File: config.mk
export PLATFORM = sky130hd
export DESIGN_NAME = intt_scheduler_flat
export DESIGN_NICKNAME = d
export VERILOG_FILES = /design/src/rtl/intt_scheduler_if.sv /design/src/rtl/intt_scheduler.sv /design/src/flat_wrapper.sv
export SDC_FILE = /design/constraint.sdc
export NUM_CORES = 1
export LEC_CHECK = 0
export CAP_MARGIN = 20
export CORE_MARGIN = 2
export CORE_UTILIZATION = 47
export DETAILED_ROUTE_END_ITERATION = 12
export GPL_TIMING_DRIVEN = 0
export PLACE_DENSITY = 0.7
export SETUP_SLACK_MARGIN = 0.5
export SYNTH_ARGS = -nofsm -noshare
export SYNTH_HDL_FRONTEND = slang
export SYNTH_SLANG_ARGS = --single-unit
File: constraint.sdc
create_clock -name clk -period 7.2 [get_ports clk]
set_clock_uncertainty 0.1 [all_clocks]
set_input_delay 2.16 -clock clk [delete_from_list [all_inputs] [get_ports clk]]
set_output_delay 2.16 -clock clk [all_outputs]
set_load 0.1 [all_outputs]
File: src/rtl/intt_scheduler_if.sv
// Descriptor issue / completion channel between the inverse-NTT scheduler and the
// butterfly datapath; the scheduler holds a descriptor until op_ready takes it.
interface intt_scheduler_if #(
  parameter int AW = 8
);
  logic          op_valid;
  logic          op_ready;
  logic          op_scale;
  logic [AW-1:0] op_addr_a;
  logic [AW-1:0] op_addr_b;
  logic [AW-2:0] op_zeta_idx;
  logic [2:0]    op_layer;
  logic          cmp_valid;

  modport master (
    output op_valid, op_scale, op_addr_a, op_addr_b, op_zeta_idx, op_layer,
    input  op_ready, cmp_valid
  );

  modport slave (
    input  op_valid, op_scale, op_addr_a, op_addr_b, op_zeta_idx, op_layer,
    output op_ready, cmp_valid
  );
endinterface

File: src/rtl/intt_scheduler.sv
// Inverse-NTT op sequencer: one descriptor per cycle on op_ready, layers separated by a drain
// until every issued op has completed, then N scale ops; op_valid goes high the cycle after start.
module intt_scheduler #(
  parameter int N  = 256,
  parameter int AW = 8
) (
  input  logic             clk,
  input  logic             rst,
  input  logic             start,
  output logic             busy,
  output logic             done,
  output logic [AW:0]      outstanding,
  output logic             err_underflow,
  intt_scheduler_if.master op_if
);

  typedef enum logic [2:0] {
    S_IDLE     = 3'd0,
    S_ISSUE_BF = 3'd1,
    S_DRAIN_BF = 3'd2,
    S_ISSUE_SC = 3'd3,
    S_DRAIN_SC = 3'd4,
    S_DONE     = 3'd5
  } state_e;

  localparam logic [AW:0]   ONE_W      = 1;
  localparam logic [AW:0]   N_W        = N;
  localparam logic [AW-2:0] ZETA_INIT  = (AW-1)'(N/2 - 1);
  localparam logic [2:0]    LAST_LAYER = 3'(AW - 2);

  state_e        state_q, state_d;
  logic [2:0]    layer_q, layer_d;
  logic [AW-1:0] addr_q,  addr_d;
  logic [AW-2:0] zeta_q,  zeta_d;
  logic [AW:0]   outst_q, outst_d;
  logic          err_q,   err_d;

  logic          issue;
  logic          fire;
  logic [AW:0]   len_w;
  logic [AW:0]   addr_ext;
  logic [AW:0]   nxt_a;
  logic          blk_end;
  logic          layer_end;

  assign issue    = (state_q == S_ISSUE_BF) || (state_q == S_ISSUE_SC);
  assign fire     = issue && op_if.op_ready;
  assign len_w    = ONE_W << (layer_q + 3'd1);
  assign addr_ext = {1'b0, addr_q};
  assign nxt_a    = addr_ext + 1'b1;
  // Blocks start on multiples of 2*len, so the low half ends when j+1 clears the offset bits.
  assign blk_end   = ((nxt_a & (len_w - 1'b1)) == '0);
  assign layer_end = blk_end && ((nxt_a + len_w) == N_W);

  always_ff @(posedge clk or posedge rst) begin
    if (rst) begin
      state_q <= S_IDLE;
      layer_q <= '0;
      addr_q  <= '0;
      zeta_q  <= '0;
      outst_q <= '0;
      err_q   <= 1'b0;
    end else begin
      state_q <= state_d;
      layer_q <= layer_d;
      addr_q  <= addr_d;
      zeta_q  <= zeta_d;
      outst_q <= outst_d;
      err_q   <= err_d;
    end
  end

  always_comb begin
    state_d = state_q;
    layer_d = layer_q;
    addr_d  = addr_q;
    zeta_d  = zeta_q;
    outst_d = outst_q;
    err_d   = err_q;

    case (state_q)
      S_IDLE: begin
        if (start) begin
          state_d = S_ISSUE_BF;
          layer_d = '0;
          addr_d  = '0;
          zeta_d  = ZETA_INIT;
        end
      end
      S_ISSUE_BF: begin
        if (fire) begin
          if (blk_end) begin
            addr_d = AW'(nxt_a + len_w);
            zeta_d = zeta_q - 1'b1;
          end else begin
            addr_d = AW'(nxt_a);
          end
          if (layer_end) begin
            addr_d  = '0;
            state_d = S_DRAIN_BF;
          end
        end
      end
      S_DRAIN_BF: begin
        if (outst_q == '0) begin
          if (layer_q == LAST_LAYER) begin
            state_d = S_ISSUE_SC;
          end else begin
            layer_d = layer_q + 3'd1;
            state_d = S_ISSUE_BF;
          end
        end
      end
      S_ISSUE_SC: begin
        if (fire) begin
          addr_d = AW'(nxt_a);
          if (nxt_a == N_W) state_d = S_DRAIN_SC;
        end
      end
      S_DRAIN_SC: begin
        if (outst_q == '0) state_d = S_DONE;
      end
      S_DONE:  state_d = S_IDLE;
      default: state_d = S_IDLE;
    endcase

    // A completion with nothing in flight is a datapath fault: flag it and keep the count at zero.
    if (fire && !op_if.cmp_valid) begin
      outst_d = outst_q + 1'b1;
    end else if (!fire && op_if.cmp_valid) begin
      if (outst_q == '0) err_d = 1'b1;
      else               outst_d = outst_q - 1'b1;
    end
  end

  always_comb begin
    op_if.op_valid    = 1'b0;
    op_if.op_scale    = 1'b0;
    op_if.op_addr_a   = '0;
    op_if.op_addr_b   = '0;
    op_if.op_zeta_idx = '0;
    op_if.op_layer    = '0;
    busy              = (state_q != S_IDLE);
    done              = (state_q == S_DONE);
    outstanding       = outst_q;
    err_underflow     = err_q;

    case (state_q)
      S_ISSUE_BF: begin
        op_if.op_valid    = 1'b1;
        op_if.op_addr_a   = addr_q;
        op_if.op_addr_b   = AW'(addr_ext + len_w);
        op_if.op_zeta_idx = zeta_q;
        op_if.op_layer    = layer_q;
      end
      S_ISSUE_SC: begin
        op_if.op_valid  = 1'b1;
        op_if.op_scale  = 1'b1;
        op_if.op_addr_a = addr_q;
      end
      default: ;
    endcase
  end

endmodule
File: src/flat_wrapper.sv
// flat-port wrapper written by rule: the top's interface ports become plain ports
module intt_scheduler_flat 
#(
  parameter int N  = 256,
  parameter int AW = 8
)
  (clk, rst, start, busy, done, outstanding, err_underflow, op_if_op_valid, op_if_op_scale, op_if_op_addr_a, op_if_op_addr_b, op_if_op_zeta_idx, op_if_op_layer, op_if_op_ready, op_if_cmp_valid);
  intt_scheduler_if #(.AW(AW)) op_if_i ();
  input  logic clk;
  input  logic rst;
  input  logic start;
  output logic busy;
  output logic done;
  output logic [AW:0] outstanding;
  output logic err_underflow;
  output wire logic [$bits(op_if_i.op_valid)-1:0] op_if_op_valid;
  output wire logic [$bits(op_if_i.op_scale)-1:0] op_if_op_scale;
  output wire logic [$bits(op_if_i.op_addr_a)-1:0] op_if_op_addr_a;
  output wire logic [$bits(op_if_i.op_addr_b)-1:0] op_if_op_addr_b;
  output wire logic [$bits(op_if_i.op_zeta_idx)-1:0] op_if_op_zeta_idx;
  output wire logic [$bits(op_if_i.op_layer)-1:0] op_if_op_layer;
  input wire logic [$bits(op_if_i.op_ready)-1:0] op_if_op_ready;
  input wire logic [$bits(op_if_i.cmp_valid)-1:0] op_if_cmp_valid;
  assign op_if_op_valid = op_if_i.op_valid;
  assign op_if_op_scale = op_if_i.op_scale;
  assign op_if_op_addr_a = op_if_i.op_addr_a;
  assign op_if_op_addr_b = op_if_i.op_addr_b;
  assign op_if_op_zeta_idx = op_if_i.op_zeta_idx;
  assign op_if_op_layer = op_if_i.op_layer;
  assign op_if_i.op_ready = op_if_op_ready;
  assign op_if_i.cmp_valid = op_if_cmp_valid;
  intt_scheduler #(.N(N), .AW(AW)) u_core (.clk(clk), .rst(rst), .start(start), .busy(busy), .done(done), .outstanding(outstanding), .err_underflow(err_underflow), .op_if(op_if_i));
endmodule
# Yosys cells after proc, flatten, opt, wreduce, memory -nomap -nowiden
# Cells that the tools add are included.
[word_totals]
wordCells = 89
ff_bits = 31
[classes]
n_addsub = 8
shifts = 1
n_bitwise = 2
mux = 32
n_eq_ne = 18
reduce_logical = 22
[ops]
columns = ["op", "n"]
rows = [
  ["8-bit 2-to-1 mux", 7],
  ["3-bit 2-to-1 mux", 11],
  ["7-bit 2-to-1 mux", 4],
  ["9-bit 2-to-1 mux", 3],
  ["8-bit one-hot mux with 3 select lines", 1],
  ["9-bit equality test (second input constant)", 2],
  ["9-bit logical NOT", 2],
  ["9-bit by 1-bit subtractor with 9-bit output (second input constant)", 2],
  ["3-bit one-hot mux with 5 select lines", 1],
  ["7-bit one-hot mux with 2 select lines", 1],
  ["2-bit by 1-bit != test with 1-bit output (second input constant)", 6],
  ["4-bit AND reduction", 3],
  ["8-bit by 1-bit adder with 9-bit output (second input constant)", 1],
  ["9-bit by 1-bit adder with 9-bit output (second input constant)", 1],
  ["9-bit adder", 1],
  ["9-bit bitwise AND", 1],
  ["3-bit equality test (second input constant)", 3],
  ["1-bit by 3-bit << shifter with 9-bit output (first input constant)", 1],
  ["8-bit adder", 1],
  ["2-bit != test (second input constant)", 4],
  ["7-bit AND reduction", 1],
  ["7-bit by 1-bit subtractor with 7-bit output (second input constant)", 1],
  ["3-bit by 2-bit equality test with 1-bit output (second input constant)", 2],
  ["3-bit one-hot mux with 2 select lines", 1],
  ["other kinds (14)", 22],
]

# Logic depth before layout (Yosys ltp)
# Gate-level depths: netlist of the first run.
[logic_depth]
word_depth = 9
mapped_depth = 16

# Worst setup path before layout of the first run
# Ideal clock, no wire load.
[synth_path]
kind = "register -> output"
start = "register u_core.layer_q[0]"
end = "output port op_if_op_addr_b[6]"
path_buffers = 2
path_stages_with_launch = 15
t_required_ns = 4.940
arrival_time_ns = 4.560
setup_slack_ns = 0.380
cell_sequence = "dfrtp_1 > ha_1 > xnor2_1 > buf_2 > buf_1 > nand2_1 > xnor2_1 > ha_1 > a31oi_1 > nor2_1 > maj3_1 > o2bb2ai_1 > o211ai_1 > nand3_1 > mux2i_1"
[synth_between]
elab_chain_len = 4
[synth_rtl]
columns = ["element", "line", "text"]
rows = [
  ["start: declaration", "intt_scheduler.sv:32", "logic [2:0] layer_q, layer_d;"],
  ["start signal: assignment", "intt_scheduler.sv:65", "layer_q <= layer_d;"],
  ["3-bit by 1-bit adder with 3-bit output", "intt_scheduler.sv:48", "assign len_w = ONE_W << (layer_q + 3'd1);"],
  ["1-bit by 3-bit << shifter with 9-bit output", "intt_scheduler.sv:48", ""],
  ["8-bit adder", "intt_scheduler.sv:152", "op_if.op_addr_b = AW'(addr_ext + len_w);"],
  ["8-bit 2-to-1 mux", "intt_scheduler.sv:148", "case (state_q)"],
  ["end: declaration", "flat_wrapper.sv:19", "output wire logic [$bits(op_if_i.op_addr_b)-1:0] op_if_op_addr_b;"],
]
# No other way between the ends.

# Worst setup path in the final report of the first run
[layout_path]
start = "register u_core.layer_q[0]"
end = "output port op_if_op_addr_b[3]"
# The elaborated chain is that of the path after synthesis.

==> impl_metrics.json, run 1 <==
{
  "status": "finished clean",
  "grt_pass1_wl_mm": 15.6,
  "drc_errors": 0,
  "grt-ovfl-total": 0,
  "relSlewSlack_pct": 33.5,
  "final_area_um2": 4070,
  "wl_mm": 9.61,
  "fin_crit_ns": 6.37,
  "clockBufferDepth": 2,
  "hold_viol_final": 0,
  "start_kind": "flip-flop",
  "coreArea_um2": 6870,
  "ant_nets": 0,
  "wl_per_cell_um": 16.4,
  "worstSkewPairLatency_ns": 0.28,
  "synth_top_area_cell": "dfrtp_1",
  "path_cells": "ha_1 -> xnor2_2 -> buf_2 -> clkbuf_2 -> nand2_1 -> inv_1 -> ha_1 -> nand2_1 -> maj3_1 -> a2bb2oi_1 -> xnor2_1 -> nor2_1 -> clkdlybuf4s15_1",
  "drv_cap": 0,
  "synth_most_common_cell": "nand2_1",
  "cp.arrival_ns": 4.11,
  "num_vias": 3468,
  "netlist_area_um2": 3380,
  "fin_nets": 521,
  "post-route-period-util_pct": 88.5,
  "clkSlewWorstSetupHoldPaths_ns": 0.06,
  "place_hpwl_mm": 7.51,
  "viasPerCell": 5.93,
  "area_delta_synth_final_pct": 20.3,
  "synth_top_area_share_pct": 22.9,
  "synth.net_count": 469,
  "synth_commonest_cells": "nand2_1, nor2_1, dfrtp_1",
  "crit_type": "flip-flop to primary output",
  "gp_congestion": 0.956,
  "setup.worst_path.end_class": "primary output",
  "grt_pass1_vias": 3114,
  "dieWidth_um": 88.8,
  "synth_seq_cells": 31,
  "dpl_cell_area_um2": 3980,
  "worst_slew_pin_slew_ns": 0.994,
  "clock_sinks": 31,
  "slowest_delay_ns": 0.84,
  "clockRootBuffer": "clkbuf_8",
  "start_util_pct": 49.3,
  "diodes": 0,
  "groute.usage.overall_pct": 25.3,
  "setup_tns_ns": 0,
  "drive_above_1_share_pct": 7.77,
  "synthCells": 436,
  "std_cell_rows": 30,
  "yosys.cell_types.count": 67,
  "synth_area_leaders": "dfrtp_1, ha_1, xnor2_1",
  "io_buffer_count": 44,
  "die_h_um": 88.8,
  "final-setup-viol-count": 0,
  "h-tree-depth": 2,
  "cts_hold_buf": 0,
  "antenna_found_initial": 0,
  "ios": 45,
  "fmax_mhz": 157,
  "crit_family": "buffers and inverters",
  "yosysSeqAreaShare_pct": 22.9,
  "postSynthAreaPerCell_um2": 7.76,
  "cts_tree": "built",
  "cp.required_ns": 4.94,
  "synth-edff-count": 0,
  "crit_path_top_delay_cell": "clkdlybuf4s15_1",
  "drt_pass1_iterations": 5,
  "cts_made_buffers": 5,
  "crit_buf_inv": 4,
  "die-area_um2": 7890,
  "cp_max_fo": 10,
  "hp-class": "flip-flop to flip-flop",
  "finalMaxSlewViolations": 0,
  "drt-initial-drc-count": 301,
  "yosysWarnings": 0,
  "synth_flop_cell": "dfrtp_1",
  "synthArstFlopShare_pct": 100,
  "grt_max_degree": 20,
  "rsz0062_at_grt": "no"
}
layout make-up:
class,instances,area (um^2)
clock buffers,7,76.3
fillers,662,2800
clock inverters,1,5.00
plain buffers,19,88.8
repair buffers,45,464
multi-input cells,359,2440
flip-flops and latches,31,776
well taps,96,120
inverters,27,101
per-layer routing:
layer | track usage (%) | wire length [um] | vias up | part of all wire (%)
met1 | 35.8 | 4460 | 1647 | 46
met3 | 3.92 | 520 | 22 | 5.4
met2 | 40.2 | 4360 | 129 | 45
met4 | 6.47 | 266 | 0 | 2.8
met5 | 0 | 0 | - | 0
li1 | - | - | 1670 | -
placed cells by master (no fill, tap or decap), drive strengths merged, types with 15 or more instances in the layout:
| master | n |
|---|---|
| a21oi | 23 |
| and2 | 15 |
| clkbuf | 20 |
| clkdlybuf4s50 | 39 |
| dfrtp | 31 |
| ha | 27 |
| inv | 27 |
| nand2 | 47 |
| nand3 | 16 |
| nor2 | 34 |
| nor3 | 25 |
| o21ai | 22 |
| xnor2 | 28 |
path summary, 6_finish.rpt:
path                                        end              start  slack (ns)  cells after the start
max in group asynchronous     u_core.layer_q[0]                rst        4.32                      3
setup reg to reg              u_core.state_q[0]  u_core.layer_q[0]        2.30                     15
hold reg to reg                u_core.zeta_q[6]   u_core.zeta_q[6]        0.35                      1
min in group asynchronous  u_core.err_underflow                rst        2.17                      2
hold / removal                 u_core.zeta_q[6]   u_core.zeta_q[6]        0.35                      1
setup / recovery             op_if_op_addr_b[3]  u_core.layer_q[0]        0.83                     13
per-stage QoR:
stage	setup slack [ns]	hold slack, ns	std cells	utilization, %
6_report	0.825	0.351	585	59.3
5_1_grt	0.575	0.369	585	59.3
4_1_cts	0.301	0.348	585	59.2
3_5_place_dp	0.0223	0.332	577	58.0
3_3_place_gp	0.0393	0.329	576	57.5
2_1_floorplan	0.671	0.315	436	-
state kept, by name, indices dropped and copies added, names as in the netlist:
name                  cells
u_core.state_q            3
u_core.layer_q            3
u_core.err_underflow      1
u_core.zeta_q             7
u_core.addr_q             8
u_core.outstanding        9
cell families (layout without fill, tap and decap cells):
logic type	after synthesis	in the layout	share of synthesized area (%)
AND/OR/NAND/NOR	168	168	24.1
AO/OA/AOI/OAI	115	115	23.4
buffers and inverters	46	99	5.58
XOR/XNOR	38	38	10.4
adder cells (fa/ha/maj)	32	32	11.8
flip-flops	31	31	22.9
multiplexers	6	6	1.81
timing repair:
action	4_1_cts	5_1_grt
setup buffers	0	0
setup endpoints to repair	5	6
gates resized for setup	17	6
Power of run 1 is left out: the tool's default activity adds up to more than one toggle a clock period on the data nets, which glitch-free logic cannot reach.
==> run 2, diff against run 1 <==
- PLACE_DENSITY: 0.7 -> 0.71
- RECOVER_POWER: unset -> 50
==> run 2 against run 1 <==
  * Via count rose by 1.4%
  * First-iteration DRC count is 9.0% lower
  * Design area is 0.43% lower
  * Clock-buffer cell count fell by 1
  * Cell count fell by 0.17%
  * Sequential share of layout area grew 0.082 points
  * Utilization down 0.25 points
  * Critical endpoint is now op_if_op_addr_b[6]
  * Fmax decreased by 3.9%
==> impl_metrics.json, run 2 (same netlist as run 1, synthesis figures left out) <==
{
  "status": "finished clean",
  "wl_mm": 9.92,
  "stdcell_count": 584,
  "drt_pass1_iterations": 5,
  "crit_family": "buffers and inverters",
  "setup.worst_path.end_class": "primary output",
  "fin_crit_ns": 6.63,
  "gp_congestion": 0.914,
  "grt-ovfl-total": 0,
  "crit_top_cell": "ha_1",
  "groute.usage.overall_pct": 25.7,
  "place_inst": 577,
  "ios": 45,
  "fmax_mhz": 151,
  "final_common_cell": "nand2_1",
  "diodes": 0,
  "grt_pass1_wl_mm": 15.9,
  "io_buffer_count": 44,
  "std_cell_rows": 30,
  "path_cells": "ha_1 -> xnor2_2 -> buf_2 -> clkbuf_1 -> nand2_1 -> xnor2_1 -> ha_1 -> a31oi_1 -> nor2_1 -> maj3_1 -> o2bb2ai_1 -> o211ai_1 -> nand3_1 -> mux2i_2 -> clkbuf_4",
  "place_hpwl_mm": 7.64,
  "die_h_um": 88.8,
  "worstSkewPairLatency_ns": 0.29,
  "drive_above_1_share_pct": 7.58,
  "grt_max_degree": 20,
  "cp_max_fo": 10,
  "clkSlewWorstSetupHoldPaths_ns": 0.06,
  "clock_sinks": 31,
  "final_cell_mix": "nand2_1, nor2_1, dfrtp_1",
  "hp-class": "flip-flop to flip-flop",
  "drv_cap": 0,
  "crit_type": "flip-flop to primary output",
  "clockRootBuffer": "clkbuf_8",
  "drt-initial-drc-count": 274,
  "rsz0062_at_grt": "no",
  "fin_nets": 521,
  "start_kind": "flip-flop",
  "post-route-period-util_pct": 92.1,
  "cts_tree": "built",
  "start_util_pct": 49.3,
  "relSlewSlack_pct": 29.0,
  "hold_viol_final": 0,
  "cts_setup_buffers": 0,
  "finalMaxSlewViolations": 0,
  "dieWidth_um": 88.8,
  "crit_path_top_delay_cell": "dfrtp_1",
  "worst_slew_pin_slew_ns": 1.06,
  "coreArea_um2": 6870,
  "cp.required_ns": 4.94,
  "antenna_found_initial": 0,
  "crit_buf_inv": 3,
  "nFillCells": 645,
  "cts_made_buffers": 5,
  "drc_errors": 0,
  "grt_pass1_vias": 3121,
  "wl_per_cell_um": 17.0,
  "ant_nets": 0,
  "final-setup-viol-count": 0,
  "num_vias": 3517,
  "clockBufferDepth": 2,
  "largest_register_ffs": 9,
  "viasPerCell": 6.02,
  "h-tree-depth": 2,
  "die-area_um2": 7890,
  "slowest_delay_ns": 0.44,
  "setup_tns_ns": 0,
  "area_delta_synth_final_pct": 19.8,
  "cp.arrival_ns": 4.37
}
run 2: cell count changes in the layout (fill, tap and decap cells not counted):
cell	before	now
buf_16	1	0
clkbuf_2	1	0
clkbuf_8	5	6
clkdlybuf4s15_2	1	2
clkdlybuf4s18_2	1	0
clkdlybuf4s50_1	39	27
dlygate4sd3_1	0	12
run 2: area by class of cell:
class | instances | area (um^2) | area share [%]
plain buffers | 19 | 87.6 | 2.16
clock buffers | 6 | 82.6 | 2.04
clock inverters | 1 | 5.00 | 0.123
inverters | 27 | 101 | 2.50
multi-input cells | 359 | 2440 | 60.2
flip-flops and latches | 31 | 776 | 19.1
well taps | 96 | 120 | 2.96
repair buffers | 45 | 442 | 10.9
run 2: worst reg2reg max path: stages, from the launching register on:
cell      delay [ns]
dfrtp_1         0.44
ha_1            0.33
xnor2_2         0.28
buf_2           0.29
clkbuf_1        0.44
nand2_1         0.23
xnor2_1         0.18
ha_1            0.26
a21o_1          0.20
maj3_1          0.42
nand3_1         0.10
o311ai_0        0.24
o311ai_0        0.49
o22ai_1         0.13
nor4b_1         0.69
a31o_2          0.25
run 2: metrics by stage:
| step | cell area (um^2) | hold WS, ns | utilization [%] | setup slack [ns] |
|---|---|---|---|---|
| 2_1_floorplan | 3390 | 0.315 | - | 0.671 |
| 3_3_place_gp | 3950 | 0.325 | 57.5 | 0.0534 |
| 3_5_place_dp | 3980 | 0.334 | 58.0 | 0.0155 |
| 4_1_cts | 4070 | 0.343 | 59.3 | 0.283 |
| 5_1_grt | 4050 | 0.374 | 59.0 | 0.319 |
| 6_report | 4050 | 0.339 | 59.0 | 0.569 |
run 2: worst paths after layout:
| path | startpoint | cells after the start | slack [ns] | end |
|---|---|---|---|---|
| min reg2reg | u_core.zeta_q[6] | 1 | 0.34 | u_core.zeta_q[6] |
| max | u_core.layer_q[0] | 15 | 0.57 | op_if_op_addr_b[6] |
| max reg2reg | u_core.layer_q[0] | 15 | 2.09 | u_core.state_q[1] |
| max in group asynchronous | rst | 3 | 3.40 | u_core.layer_q[0] |
| min | u_core.zeta_q[6] | 1 | 0.34 | u_core.zeta_q[6] |
| min in group asynchronous | rst | 2 | 2.25 | u_core.outstanding[4] |
run 2: timing repair:
item	CTS	global route
hold buffers	0	0
resized for setup	17	5
setup endpoints to repair	5	6
hold endpoints to repair	0	0
run 2: per-layer routing:
layer | part of all wire, % | wire [um] | track usage, % | vias up
li1 | - | - | - | 1679
met2 | 46 | 4530 | 40.8 | 138
met1 | 45 | 4480 | 35.7 | 1676
met5 | 0 | 0 | 0 | -
met3 | 6.0 | 598 | 4.10 | 24
met4 | 3.1 | 303 | 8.68 | 0
Power of run 2 is left out for the same reason.
==> run 3, diff against run 2 <==
- clock period: 7.2 -> 7.85 ns (I/O delays scaled with it)
==> run 3 against run 2 <==
  * Non-clock buffer count up 1
  * Routed wire length is 0.70% lower
  * Global-route usage shrank 0.40 points
  * Sequential share of layout area barely moved
  * Via count is 2.4% lower
  * Cell count up 0.34%
  * Clock-buffer cell count unchanged
  * Largest cell class unchanged
  * Worst hold slack better by 0.0073 ns
==> impl_metrics.json, run 3 (same netlist as run 1, synthesis figures left out) <==
{
  "path_cells": "ha_1 -> xnor2_1 -> clkbuf_1 -> clkbuf_1 -> nand2_1 -> xnor2_1 -> ha_1 -> a31oi_1 -> nor2_1 -> maj3_1 -> o2bb2ai_1 -> o211ai_1 -> nand3_1 -> mux2i_1 -> clkbuf_2",
  "worst_r2r_endpoint": "u_core.state_q[1]",
  "multi_input_area_um2": 2420,
  "die_h_um": 88.8,
  "setup_tns_ns": 0,
  "hold_viol_final": 0,
  "ant_nets": 0,
  "cp.arrival_ns": 4.76,
  "grt_max_degree": 19,
  "io_buffer_count": 44,
  "cts_made_buffers": 5,
  "rsz0062_at_grt": "yes",
  "status": "finished clean",
  "fin_nets": 522,
  "fin_util_pct": 58.9,
  "worstSkewPairLatency_ns": 0.29,
  "final-setup-viol-count": 0,
  "post-route-period-util_pct": 92.0,
  "area_delta_synth_final_pct": 19.5,
  "clock_sinks": 31,
  "worst_slew_pin_slew_ns": 1.01,
  "rrSetupSlack_ns": 2.60,
  "start_kind": "flip-flop",
  "cp-startpoint": "u_core.layer_q[0]",
  "grt_pass1_vias": 3245,
  "grt-ovfl-total": 0,
  "cts_setup_buffers": 0,
  "cp.required_ns": 5.39,
  "cts_tree": "built",
  "coreArea_um2": 6870,
  "stdcell_count": 586,
  "clkSlewWorstSetupHoldPaths_ns": 0.07,
  "drive_above_1_share_pct": 6.73,
  "crit_type": "flip-flop to primary output",
  "cp_max_fo": 10,
  "place_hpwl_mm": 7.58,
  "dieWidth_um": 88.8,
  "final_common_cell": "nand2_1",
  "place_inst": 578,
  "final_cell_mix": "nand2_1, nor2_1, dfrtp_1, xnor2_1, ha_1",
  "fin_crit_ns": 7.22,
  "rr_worst_depth": 15,
  "clockRootBuffer": "clkbuf_8",
  "std_cell_rows": 30,
  "drc_errors": 0,
  "wl_mm": 9.85,
  "drt-initial-drc-count": 177,
  "slowest_delay_ns": 0.47,
  "h-tree-depth": 2,
  "drv_cap": 0,
  "die-area_um2": 7890,
  "wl_per_cell_um": 16.8,
  "gp_congestion": 0.919,
  "crit_end": "op_if_op_addr_b[6]",
  "ios": 45,
  "crit_path_top_delay_cell": "clkbuf_1",
  "pre_cts_slack_ns": 0.509,
  "worst_slack_ns": 0.632,
  "largest_register_ffs": 9,
  "regArea_um2": 776,
  "hp-class": "flip-flop to flip-flop",
  "worstReg2RegStart": "u_core.layer_q[0]",
  "drt_pass1_iterations": 5,
  "groute.usage.overall_pct": 25.4,
  "setup.worst_path.end_class": "primary output",
  "relSlewSlack_pct": 32.7,
  "viasPerCell": 5.86,
  "grt_pass1_wl_mm": 15.4,
  "nFillCells": 666,
  "num_vias": 3434,
  "diodes": 0,
  "antenna_found_initial": 0,
  "fmax_mhz": 139,
  "clockBufferDepth": 2,
  "finalMaxSlewViolations": 0,
  "start_util_pct": 49.3
}
-- run 3: how the worst min path moves through the flow --
stage / from / endpoint / slack [ns] / cells past startpoint
2_1_floorplan: u_core.zeta_q[6] / u_core.zeta_q[6] / 0.31 / 1
3_3_place_gp: u_core.zeta_q[6] / u_core.zeta_q[6] / 0.33 / 1
3_5_place_dp: u_core.zeta_q[6] / u_core.zeta_q[6] / 0.33 / 1
4_1_cts: u_core.zeta_q[6] / u_core.zeta_q[6] / 0.34 / 1
5_1_grt: u_core.zeta_q[6] / u_core.zeta_q[6] / 0.38 / 1
6_report: u_core.zeta_q[6] / u_core.zeta_q[6] / 0.35 / 1
-- run 3: per-layer routing --
layer | GRT usage [%] | vias up | wire (um)
met5 | 0 | - | 0
met4 | 6.06 | 0 | 130
met3 | 4.94 | 13 | 635
met2 | 44.6 | 105 | 4860
met1 | 31.9 | 1631 | 4220
li1 | - | 1685 | -
-- run 3: area by class of cell --
cell class | count | area share [%]
clock inverters | 2 | 0.866
plain buffers | 19 | 1.95
inverters | 27 | 2.51
clock buffers | 6 | 2.04
flip-flops and latches | 31 | 19.2
well taps | 96 | 2.97
multi-input cells | 359 | 59.8
repair buffers | 46 | 10.7
-- run 3: per-stage QoR --
stage	area [um^2]	hold WS (ns)
finish	4040	0.346
floorplan	3380	0.315
CTS	4090	0.343
global route	4040	0.377
detailed placement	3980	0.333
global placement	3940	0.326
-- run 3: critical path: cells and delay by family, from the launching register on --
kind,cells,cell delay (ns)
flip-flops,1,0.44
AND/OR/NAND/NOR,3,0.43
multiplexers,1,0.15
buffers and inverters,3,1.36
XOR/XNOR,2,0.58
adder cells (fa/ha/maj),3,0.88
AO/OA/AOI/OAI,3,0.64
-- run 3: timing repair --
| item | in CTS | in global routing |
|---|---|---|
| hold buffers | 0 | 0 |
| setup endpoints to repair | 4 | 5 |
| cloned | 0 | 0 |
| resized for setup | 4 | 9 |
Power of run 3 is left out for the same reason.
